$ cat src/rtl/crc_stream_feeder_if.sv
// rtl/crc_stream_feeder_if.sv - word stream, CRC register bus and result port of the CRC feeder
// res_err exists only when CRC_FEEDER_TIMEOUT_EN is defined.
interface crc_stream_feeder_if;
    logic        in_valid;
    logic        in_ready;
    logic [31:0] in_data;
    logic        in_last;

    logic        Sel;
    logic        RW;
    logic [31:0] addr;
    logic [31:0] data_wr;
    logic [31:0] data_rd;

    logic        res_valid;
    logic [31:0] res_data;
    logic        res_ready;
`ifdef CRC_FEEDER_TIMEOUT_EN
    logic        res_err;
`endif

    modport master (
        input  in_valid, in_data, in_last, data_rd, res_ready,
        output in_ready, Sel, RW, addr, data_wr, res_valid, res_data
`ifdef CRC_FEEDER_TIMEOUT_EN
        , output res_err
`endif
    );

    modport slave (
        output in_valid, in_data, in_last, data_rd, res_ready,
        input  in_ready, Sel, RW, addr, data_wr, res_valid, res_data
`ifdef CRC_FEEDER_TIMEOUT_EN
        , input res_err
`endif
    );
endinterface

$ cat src/rtl/crc_stream_feeder.sv
// rtl/crc_stream_feeder.sv - buffers packet words and programs the CRC peripheral per packet
// Optional DATA-stall timeout (adds TIMEOUT_CYCLES and res_err): define CRC_FEEDER_TIMEOUT_EN.
module crc_stream_feeder #(
    parameter int unsigned FIFO_DEPTH = 8,
    parameter logic [31:0] CRC_BASE   = 32'h4003_2000
`ifdef CRC_FEEDER_TIMEOUT_EN
    ,
    parameter int unsigned TIMEOUT_CYCLES = 256
`endif
) (
    input  logic                clk,
    input  logic                rst,
    input  logic [31:0]         cfg_ctrl,
    input  logic [31:0]         cfg_poly,
    input  logic [31:0]         cfg_seed,
    output logic                busy,
    output logic [15:0]         word_cnt,
    crc_stream_feeder_if.master ifc
);
    localparam int unsigned AW    = (FIFO_DEPTH > 1) ? $clog2(FIFO_DEPTH) : 1;
    localparam logic [AW:0] DEPTH = (AW+1)'(FIFO_DEPTH);

    localparam logic [31:0] ADDR_DATA = CRC_BASE;
    localparam logic [31:0] ADDR_POLY = CRC_BASE + 32'd4;
    localparam logic [31:0] ADDR_CTRL = CRC_BASE + 32'd8;
    localparam logic [31:0] WAS_BIT   = 32'h0200_0000;

    localparam logic [2:0] S_IDLE   = 3'd0;
    localparam logic [2:0] S_CTRL_S = 3'd1;
    localparam logic [2:0] S_POLY   = 3'd2;
    localparam logic [2:0] S_SEED   = 3'd3;
    localparam logic [2:0] S_CTRL_D = 3'd4;
    localparam logic [2:0] S_DATA   = 3'd5;
    localparam logic [2:0] S_RD     = 3'd6;
    localparam logic [2:0] S_RES    = 3'd7;

    logic [32:0]   r_mem [FIFO_DEPTH];
    logic [AW-1:0] r_wr_ptr;
    logic [AW-1:0] r_rd_ptr;
    logic [AW:0]   r_count;
    logic          w_full;
    logic          w_empty;
    logic          w_push;
    logic          w_pop;
    logic          w_drop;
    logic [32:0]   w_head;

    logic [2:0]    r_state;
    logic          r_sel;
    logic          r_rw;
    logic [31:0]   r_addr;
    logic [31:0]   r_data_wr;
    logic          r_res_valid;
    logic [31:0]   r_res_data;
    logic [15:0]   r_word_cnt;
    logic          r_wlast;
    logic [31:0]   r_cfg_ctrl;
    logic [31:0]   r_cfg_poly;
    logic [31:0]   r_cfg_seed;
    logic          w_data_slot;

    assign w_full        = (r_count == DEPTH);
    assign w_empty       = (r_count == '0);
    assign w_head        = r_mem[r_rd_ptr];
    assign w_push        = ifc.in_valid && !w_full && !w_drop;
    assign ifc.in_ready  = !w_full;

    // Bus outputs are registered, so the pop is decided one edge ahead of the write it feeds.
    assign w_data_slot = (r_state == S_CTRL_D) || ((r_state == S_DATA) && !r_wlast);
    assign w_pop       = w_data_slot && !w_empty;

    always_ff @(posedge clk) begin
        if (w_push) begin
            r_mem[r_wr_ptr] <= {ifc.in_last, ifc.in_data};
        end
    end

    always_ff @(posedge clk or negedge rst) begin
        if (!rst) begin
            r_wr_ptr <= '0;
            r_rd_ptr <= '0;
            r_count  <= '0;
        end else begin
            if (w_push) begin
                r_wr_ptr <= r_wr_ptr + AW'(1);
            end
            if (w_pop) begin
                r_rd_ptr <= r_rd_ptr + AW'(1);
            end
            case ({w_push, w_pop})
                2'b10:   r_count <= r_count + (AW+1)'(1);
                2'b01:   r_count <= r_count - (AW+1)'(1);
                default: r_count <= r_count;
            endcase
        end
    end

`ifdef CRC_FEEDER_TIMEOUT_EN
    logic [31:0] r_to_cnt;
    logic        r_res_err;
    logic        r_discard;
    logic        w_timeout;

    assign w_timeout   = (r_state == S_DATA) && !r_wlast && w_empty &&
                         (r_to_cnt == 32'(TIMEOUT_CYCLES - 1));
    // Words arriving on the timeout edge belong to the abandoned packet as well.
    assign w_drop      = r_discard || w_timeout;
    assign ifc.res_err = r_res_err;

    always_ff @(posedge clk or negedge rst) begin
        if (!rst) begin
            r_discard <= 1'b0;
        end else if (w_drop && ifc.in_valid && !w_full && ifc.in_last) begin
            r_discard <= 1'b0;
        end else if (w_timeout) begin
            r_discard <= 1'b1;
        end
    end
`else
    assign w_drop = 1'b0;
`endif

    always_ff @(posedge clk or negedge rst) begin
        if (!rst) begin
            r_state     <= S_IDLE;
            r_sel       <= 1'b0;
            r_rw        <= 1'b0;
            r_addr      <= '0;
            r_data_wr   <= '0;
            r_res_valid <= 1'b0;
            r_res_data  <= '0;
            r_word_cnt  <= '0;
            r_wlast     <= 1'b0;
            r_cfg_ctrl  <= '0;
            r_cfg_poly  <= '0;
            r_cfg_seed  <= '0;
`ifdef CRC_FEEDER_TIMEOUT_EN
            r_to_cnt    <= '0;
            r_res_err   <= 1'b0;
`endif
        end else begin
            r_sel <= 1'b0;
            r_rw  <= 1'b0;
            case (r_state)
                S_IDLE: begin
                    if (!w_empty) begin
                        r_state    <= S_CTRL_S;
                        r_cfg_ctrl <= cfg_ctrl;
                        r_cfg_poly <= cfg_poly;
                        r_cfg_seed <= cfg_seed;
                        r_sel      <= 1'b1;
                        r_rw       <= 1'b1;
                        r_addr     <= ADDR_CTRL;
                        r_data_wr  <= cfg_ctrl | WAS_BIT;
                    end
                end
                S_CTRL_S: begin
                    r_state   <= S_POLY;
                    r_sel     <= 1'b1;
                    r_rw      <= 1'b1;
                    r_addr    <= ADDR_POLY;
                    r_data_wr <= r_cfg_poly;
                end
                S_POLY: begin
                    r_state   <= S_SEED;
                    r_sel     <= 1'b1;
                    r_rw      <= 1'b1;
                    r_addr    <= ADDR_DATA;
                    r_data_wr <= r_cfg_seed;
                end
                S_SEED: begin
                    r_state    <= S_CTRL_D;
                    r_sel      <= 1'b1;
                    r_rw       <= 1'b1;
                    r_addr     <= ADDR_CTRL;
                    r_data_wr  <= r_cfg_ctrl & ~WAS_BIT;
                    r_word_cnt <= '0;
`ifdef CRC_FEEDER_TIMEOUT_EN
                    r_to_cnt   <= '0;
`endif
                end
                S_CTRL_D, S_DATA: begin
                    if ((r_state == S_DATA) && r_wlast) begin
                        r_state   <= S_RD;
                        r_sel     <= 1'b1;
                        r_rw      <= 1'b0;
                        r_addr    <= ADDR_DATA;
                        r_data_wr <= '0;
                        r_wlast   <= 1'b0;
                    end else begin
                        r_state <= S_DATA;
                        if (w_pop) begin
                            r_sel     <= 1'b1;
                            r_rw      <= 1'b1;
                            r_addr    <= ADDR_DATA;
                            r_data_wr <= w_head[31:0];
                            r_wlast   <= w_head[32];
                            if (r_word_cnt != 16'hFFFF) begin
                                r_word_cnt <= r_word_cnt + 16'd1;
                            end
`ifdef CRC_FEEDER_TIMEOUT_EN
                            r_to_cnt <= '0;
`endif
                        end else begin
                            r_wlast <= 1'b0;
`ifdef CRC_FEEDER_TIMEOUT_EN
                            if (w_timeout) begin
                                r_state     <= S_RES;
                                r_res_valid <= 1'b1;
                                r_res_data  <= '0;
                                r_res_err   <= 1'b1;
                                r_to_cnt    <= '0;
                            end else if (r_state == S_DATA) begin
                                r_to_cnt <= r_to_cnt + 32'd1;
                            end
`endif
                        end
                    end
                end
                S_RD: begin
                    r_state     <= S_RES;
                    r_res_valid <= 1'b1;
                    r_res_data  <= ifc.data_rd;
                end
                S_RES: begin
                    if (ifc.res_ready) begin
                        r_state     <= S_IDLE;
                        r_res_valid <= 1'b0;
`ifdef CRC_FEEDER_TIMEOUT_EN
                        r_res_err   <= 1'b0;
`endif
                    end
                end
                default: r_state <= S_IDLE;
            endcase
        end
    end

    assign ifc.Sel       = r_sel;
    assign ifc.RW        = r_rw;
    assign ifc.addr      = r_addr;
    assign ifc.data_wr   = r_data_wr;
    assign ifc.res_valid = r_res_valid;
    assign ifc.res_data  = r_res_data;
    assign busy          = (r_state != S_IDLE);
    assign word_cnt      = r_word_cnt;
endmodule

$ cat src/flat_wrapper.sv
// flat-port wrapper written by rule: the top's interface ports become plain ports
module crc_stream_feeder_flat 
#(
    parameter int unsigned FIFO_DEPTH = 8,
    parameter logic [31:0] CRC_BASE   = 32'h4003_2000

)
  (clk, rst, cfg_ctrl, cfg_poly, cfg_seed, busy, word_cnt, ifc_in_valid, ifc_in_data, ifc_in_last, ifc_data_rd, ifc_res_ready, ifc_in_ready, ifc_Sel, ifc_RW, ifc_addr, ifc_data_wr, ifc_res_valid, ifc_res_data);
  crc_stream_feeder_if ifc_i ();
  input  logic clk;
  input  logic rst;
  input  logic [31:0] cfg_ctrl;
  input  logic [31:0] cfg_poly;
  input  logic [31:0] cfg_seed;
  output logic busy;
  output logic [15:0] word_cnt;
  input wire logic [$bits(ifc_i.in_valid)-1:0] ifc_in_valid;
  input wire logic [$bits(ifc_i.in_data)-1:0] ifc_in_data;
  input wire logic [$bits(ifc_i.in_last)-1:0] ifc_in_last;
  input wire logic [$bits(ifc_i.data_rd)-1:0] ifc_data_rd;
  input wire logic [$bits(ifc_i.res_ready)-1:0] ifc_res_ready;
  output wire logic [$bits(ifc_i.in_ready)-1:0] ifc_in_ready;
  output wire logic [$bits(ifc_i.Sel)-1:0] ifc_Sel;
  output wire logic [$bits(ifc_i.RW)-1:0] ifc_RW;
  output wire logic [$bits(ifc_i.addr)-1:0] ifc_addr;
  output wire logic [$bits(ifc_i.data_wr)-1:0] ifc_data_wr;
  output wire logic [$bits(ifc_i.res_valid)-1:0] ifc_res_valid;
  output wire logic [$bits(ifc_i.res_data)-1:0] ifc_res_data;
  assign ifc_i.in_valid = ifc_in_valid;
  assign ifc_i.in_data = ifc_in_data;
  assign ifc_i.in_last = ifc_in_last;
  assign ifc_i.data_rd = ifc_data_rd;
  assign ifc_i.res_ready = ifc_res_ready;
  assign ifc_in_ready = ifc_i.in_ready;
  assign ifc_Sel = ifc_i.Sel;
  assign ifc_RW = ifc_i.RW;
  assign ifc_addr = ifc_i.addr;
  assign ifc_data_wr = ifc_i.data_wr;
  assign ifc_res_valid = ifc_i.res_valid;
  assign ifc_res_data = ifc_i.res_data;
  crc_stream_feeder #(.FIFO_DEPTH(FIFO_DEPTH), .CRC_BASE(CRC_BASE)) u_core (.clk(clk), .rst(rst), .cfg_ctrl(cfg_ctrl), .cfg_poly(cfg_poly), .cfg_seed(cfg_seed), .busy(busy), .word_cnt(word_cnt), .ifc(ifc_i));
endmodule
$ cat config.mk
export PLATFORM = sky130hd
export DESIGN_NAME = crc_stream_feeder_flat
export DESIGN_NICKNAME = d
export VERILOG_FILES = /design/src/rtl/crc_stream_feeder_if.sv /design/src/rtl/crc_stream_feeder.sv /design/src/flat_wrapper.sv
export SDC_FILE = /design/constraint.sdc
export NUM_CORES = 1
export LEC_CHECK = 0
export CORE_ASPECT_RATIO = 1.1
export CORE_MARGIN = 4
export CORE_UTILIZATION = 49
export DETAILED_ROUTE_END_ITERATION = 12
export PLACE_DENSITY = 0.76
export SKIP_CTS_REPAIR_TIMING = 1
export SLEW_MARGIN = 20
export SYNTH_ARGS = -nofsm -noshare
export SYNTH_HDL_FRONTEND = slang
export SYNTH_SLANG_ARGS = --single-unit
$ cat constraint.sdc
create_clock -name clk -period 4.75 [get_ports clk]
set_input_delay 0.7125 -clock clk [delete_from_list [all_inputs] [get_ports clk]]
set_output_delay 0.7125 -clock clk [all_outputs]
set_load 0.005 [all_outputs]
# Yosys cells after proc, flatten, opt, wreduce, memory -nomap -nowiden
# Memories as Yosys holds them, arrays and structs flattened.
# Index checks and enable logic that the tools add are counted.
[totals]
ramBits = 264
mem_count = 1
wordCells = 90
out_inout_bits = 117
latchBits = 0
mem_bits_ro = 0
in_bits = 165
regBits = 225
[op_classes]
n_reduce_logical = 22
magnitude_cmp = 0
muxes = 29
n_mul = 0
add_sub_neg = 5
n_shift = 0
bitwise_logic = 1
div_mod_pow = 0
eq_ne = 17
[mem_list]
columns = ["name", "words", "word_bits", "read_ports", "rd_ports_with_merged_regs", "wr", "line", "source"]
rows = [
  ["u_core.r_mem", 8, 33, 1, 0, 1, "crc_stream_feeder.sv:37", "logic [32:0] r_mem [FIFO_DEPTH];"],
]
[op_table]
columns = ["cell", "count"]
rows = [
  ["$pmux W32 S5", 2],
  ["$mux W32", 6],
  ["$mux W16", 3],
  ["$pmux W16 S2", 1],
  ["$pmux W3 S7", 1],
  ["$add A16 B1 Y16 const B", 1],
  ["$ne A16 B16 Y1 const B", 1],
  ["$eq A3 B3 Y1 const B", 4],
  ["$mux W1", 9],
  ["$pmux W4 S2", 1],
  ["$add A3 B1 Y3 const B", 2],
  ["$eq A3 B2 Y1 const B", 2],
  ["$mux W3", 2],
  ["$ne A2 B2 Y1 const B", 3],
  ["$pmux W1 S3", 2],
  ["$reduce_and A2 Y1", 3],
  ["$reduce_bool A2 Y1", 3],
  ["$reduce_bool A5 Y1", 1],
  ["$add A4 B1 Y4 const B", 1],
  ["$eq A4 B4 Y1 const B", 1],
  ["$logic_and A1 B1 Y1", 4],
  ["$logic_not A4 Y1", 1],
  ["$ne A2 B1 Y1 const B", 2],
  ["$reduce_and A4 Y1", 1],
  ["15 further kinds", 17],
]

# Depth between registers and ports, before layout
[depth]
ltp_word = 7
depth_mapped = 11
ltp_nobuf = 10

# Worst setup path before layout
# No wires, ideal clock.
[synth_timing]
path_kind = "input port to flip-flop"
start = "in ifc_in_valid"
end = "mem u_core.r_mem[0][0], enable pin"
setup_slack_ns = 0.187
n_path_buf = 0
stages = 2
t_arrival_ns = 4.057
cell_sequence = "nand2_1 -> nor4_1"
[synth_between]
elab_chain_len = 3
[synth_lines]
columns = ["item", "line", "source"]
rows = [
  ["start: declaration", "flat_wrapper.sv:17", "input wire logic [$bits(ifc_i.in_valid)-1:0] ifc_in_valid;"],
  ["$logic_and A1 B1 Y1", "crc_stream_feeder.sv:65", "assign w_push = ifc.in_valid && !w_full && !w_drop;"],
  ["$mux W1", "crc_stream_feeder.sv:73", "if (w_push) begin"],
  ["$mux W1 (implied by the code)", "crc_stream_feeder.sv:74", "r_mem[r_wr_ptr] <= {ifc.in_last, ifc.in_data};"],
  ["end: declaration", "crc_stream_feeder.sv:37", ""],
]
# Every way passes these cells.

# Final worst setup path
[layout_timing]
start = "reg u_core.r_state[1]"
end = "out busy"
[layout_between]
elab_chain_len = 1
[layout_lines]
columns = ["item", "line", "source"]
rows = [
  ["start: declaration", "crc_stream_feeder.sv:48", "logic [2:0] r_state;"],
  ["start signal: assignment", "crc_stream_feeder.sv:125", "r_state <= S_IDLE;"],
  ["start signal: assignment", "crc_stream_feeder.sv:147", "r_state <= S_CTRL_S;"],
  ["start signal: assignment", "crc_stream_feeder.sv:158", "r_state <= S_POLY;"],
  ["$reduce_bool A3 Y1", "crc_stream_feeder.sv:245", "assign busy = (r_state != S_IDLE);"],
  ["end: declaration", "flat_wrapper.sv:15", "output logic busy;"],
]
# Every way passes these cells.

==> results.cfg <==
[power_and_ir_drop]
clockPowerShare = 0.251
switchingPower_uw = 4840
power_leakage_uw = 0.00889
power.internal_uw = 10300
p_sw_frac = 0.320
vdd_ir_drop_max_v = 0.000446
powerDensity_nw_per_um2 = 639
pwr-share-seq = 0.413
share_comb_of_total_power = 0.335

[clocking]
insertion_delay_ns = 0.59
cts_tree = done
clk_pin_slew_ns = 0.06
cts_htree_levels = 2
cts_buffers = 46
numClockSinks = 459
cts_buffer_depth = 3
root_buffer = clkbuf_16

[sta]
min_period_ns = 3.42
setup_tns_ns = 0
fin_ws_ns = 1.33
clock.fmax_ghz = 0.292
slew_violations = 0
rsz0062_at_grt = false
fin_crit_sh = 0.720
setup_viol = 0
hold_viol_final = 0
worst_slew_pin_slew_ns = 1.10
whs_ns = 0.205
finClkSkew_ns = 0.0320
slew_headroom = 0.265

[routing]
first_pass_iters = 7
vias_per_cell = 5.71
drt_iter0_markers = 850
vias = 11194
routed_wl_um = 46100
wl_per_cell_um = 23.5
post-route-drc-count = 0
antenna_left = 0

[finish]
drive_above_1_share = 0.182
nets = 1593
syn2layout_area_growth_pct = 24.0
design_area_sq_um = 23600

[critical_path]
critPathKind = reg2out
startpoint_type = register
rrSetupSlack_ns = 1.61
worstSetupEndpoint = busy
ff2ff_path_depth = 6
critPathLaunch = u_core.r_state[1]
crit_path_max_fanout = 49
cp_data_required_time_ns = 4.04
worstPathArrival_ns = 2.71
r2r-start = u_core.r_state[1]
r2r_end = u_core.ifc.data_wr[8]
endpoint_kind = output pin

[floorplanning]
placementRows = 75
die_x_um = 196
core_area_sq_um = 38300
die-area_sq_um = 42100
die_h_um = 215
pin_count = 282
start_util = 0.498

[place]
pre_cts_ws_ns = 1.62
routabilityCongestion = 0.841
post-dp-hpwl_um = 28800
io_buffers = 254
dpl_cell_area_sq_um = 22000

[yosys]
synth_largest_area_cell = edfxtp_1
yosysMostFrequentCell = edfxtp_1
yosysWarnings = 0
ys_seq_area_frac = 0.672
synth_area_sq_um = 19000
syn_avg_cell_area_sq_um = 16.2
synthFlopType = edfxtp_1
ys_async_sr_fraction = 0.425
ys_ff_latch = 459
synth.top_cell.area_share = 0.416
ys_top_cells_by_count = edfxtp_1, dfrtp_1, mux2_1, mux2_2, mux4_2
synthCells = 1176
synth.distinct_cells = 57
synth_edf_count = 264
synth_area_leaders = edfxtp_1, dfrtp_1, mux4_2, mux2_1, mux2_2

[global_route]
grt_pass1_wl_um = 71900
grt_max_degree = 109
gr-usage-all-layers = 0.219
grt-ovfl-total = 0
grt_pass1_vias = 11788
antenna_found_initial = 6

[hold_path]
hp-class = in2async

[outcome]
status = finished clean

[job]
cap_violations = 0
worst min path at each step:
stage,startpoint,to,cells past startpoint
CTS,rst,u_core.r_cfg_seed[22],1
global route,rst,u_core.r_cfg_seed[22],1
global placement,u_core.ifc.data_wr[24],u_core.ifc.data_wr[24],1
floorplan,rst,u_core.ifc.RW,0
detailed placement,u_core.ifc.data_wr[4],u_core.ifc.data_wr[4],1
finish,rst,u_core.r_cfg_seed[22],1
flip-flops by register name, indices dropped and copies added (netlist names):
register and count:
u_core.ifc.RW 1, u_core.r_count 4, u_core.r_wr_ptr 3, u_core.r_state 3, u_core.r_cfg_poly 32, u_core.ifc.addr 3, u_core.r_rd_ptr 3, u_core.ifc.Sel 1
u_core.r_wlast 1, u_core.ifc.res_data 32, u_core.ifc.res_valid 1, u_core.r_cfg_ctrl 31, u_core.r_cfg_seed 32, u_core.word_cnt 16, u_core.ifc.data_wr 32, u_core.r_mem 264
worst max-delay path, stage by stage, from the launching register on:
cell and delay (ns):
dfrtp_2 0.77, nor3_1 0.69, inv_1 0.19, clkdlybuf4s50_1 0.49
stage by stage:
| stage | std cells | power, uW | utilization |
|---|---|---|---|
| after CTS | 1958 | 15200 | 0.617 |
| after floorplan | 1201 | 9340 | - |
| final | 1961 | 15100 | 0.617 |
| after global placement | 1874 | 11200 | 0.574 |
| after global routing | 1961 | 15900 | 0.617 |
| after detailed placement | 1874 | 11400 | 0.574 |
power groups by stage:
stage                     Clock (uW)  Combinational (uW)  Sequential, uW
final                           3800                5060            6240
after global routing            4040                5520            6380
after CTS                       3860                5130            6240
after detailed placement           0                5070            6300
after global placement             0                4940            6230
after floorplan                    0                3440            5910
final cells by class:
class | instances | area (sq um)
antenna | 3 | 7.51
clock buffer | 52 | 1200
clock inverter | 32 | 409
fill | 2795 | 14700
inverter | 37 | 139
multi-input combinational | 603 | 5690
sequential | 459 | 12800
tap | 500 | 626
timing repair buffer | 275 | 2730
cells by family (layout without fill, tap and decap cells):
| kind of cell | Yosys count | in the layout | synth area share |
|---|---|---|---|
| flops | 459 | 459 | 0.672 |
| mux | 235 | 235 | 0.177 |
| compound gates | 195 | 195 | 0.0700 |
| buf+inv | 139 | 396 | 0.0381 |
| simple gates | 129 | 129 | 0.0331 |
| xor+xnor | 12 | 12 | 0.00552 |
| fa+ha+maj | 6 | 6 | 0.00394 |
| other cells | 1 | 29 | 0.000197 |
metal layers:
metal  part of all wire  routed length [um]  GRT usage  up-vias
met5            0.00078                  36          0        -
met4              0.031                1440     0.0712        6
met3              0.064                2960     0.0417       82
met2               0.49               22800      0.356      395
met1               0.41               18900      0.303     5764
li1                   -                   -          -     4947
layout by cell type, fill, tap and decap left out, types with 19 or more instances in the layout:
cell type / count
edfxtp_1: 264
inv_1: 35
mux4_2: 65
conb_1: 26
dfrtp_1: 190
a211oi_1: 32
buf_4: 19
o22ai_1: 31
a21oi_1: 41
mux2_2: 77
nand2_1: 28
clkdlybuf4s50_1: 253
nor2_1: 47
a21o_1: 30
mux2_1: 84
clkbuf_16: 46
a22oi_1: 32
No activity file was read; power rests on OpenSTA's default activity.
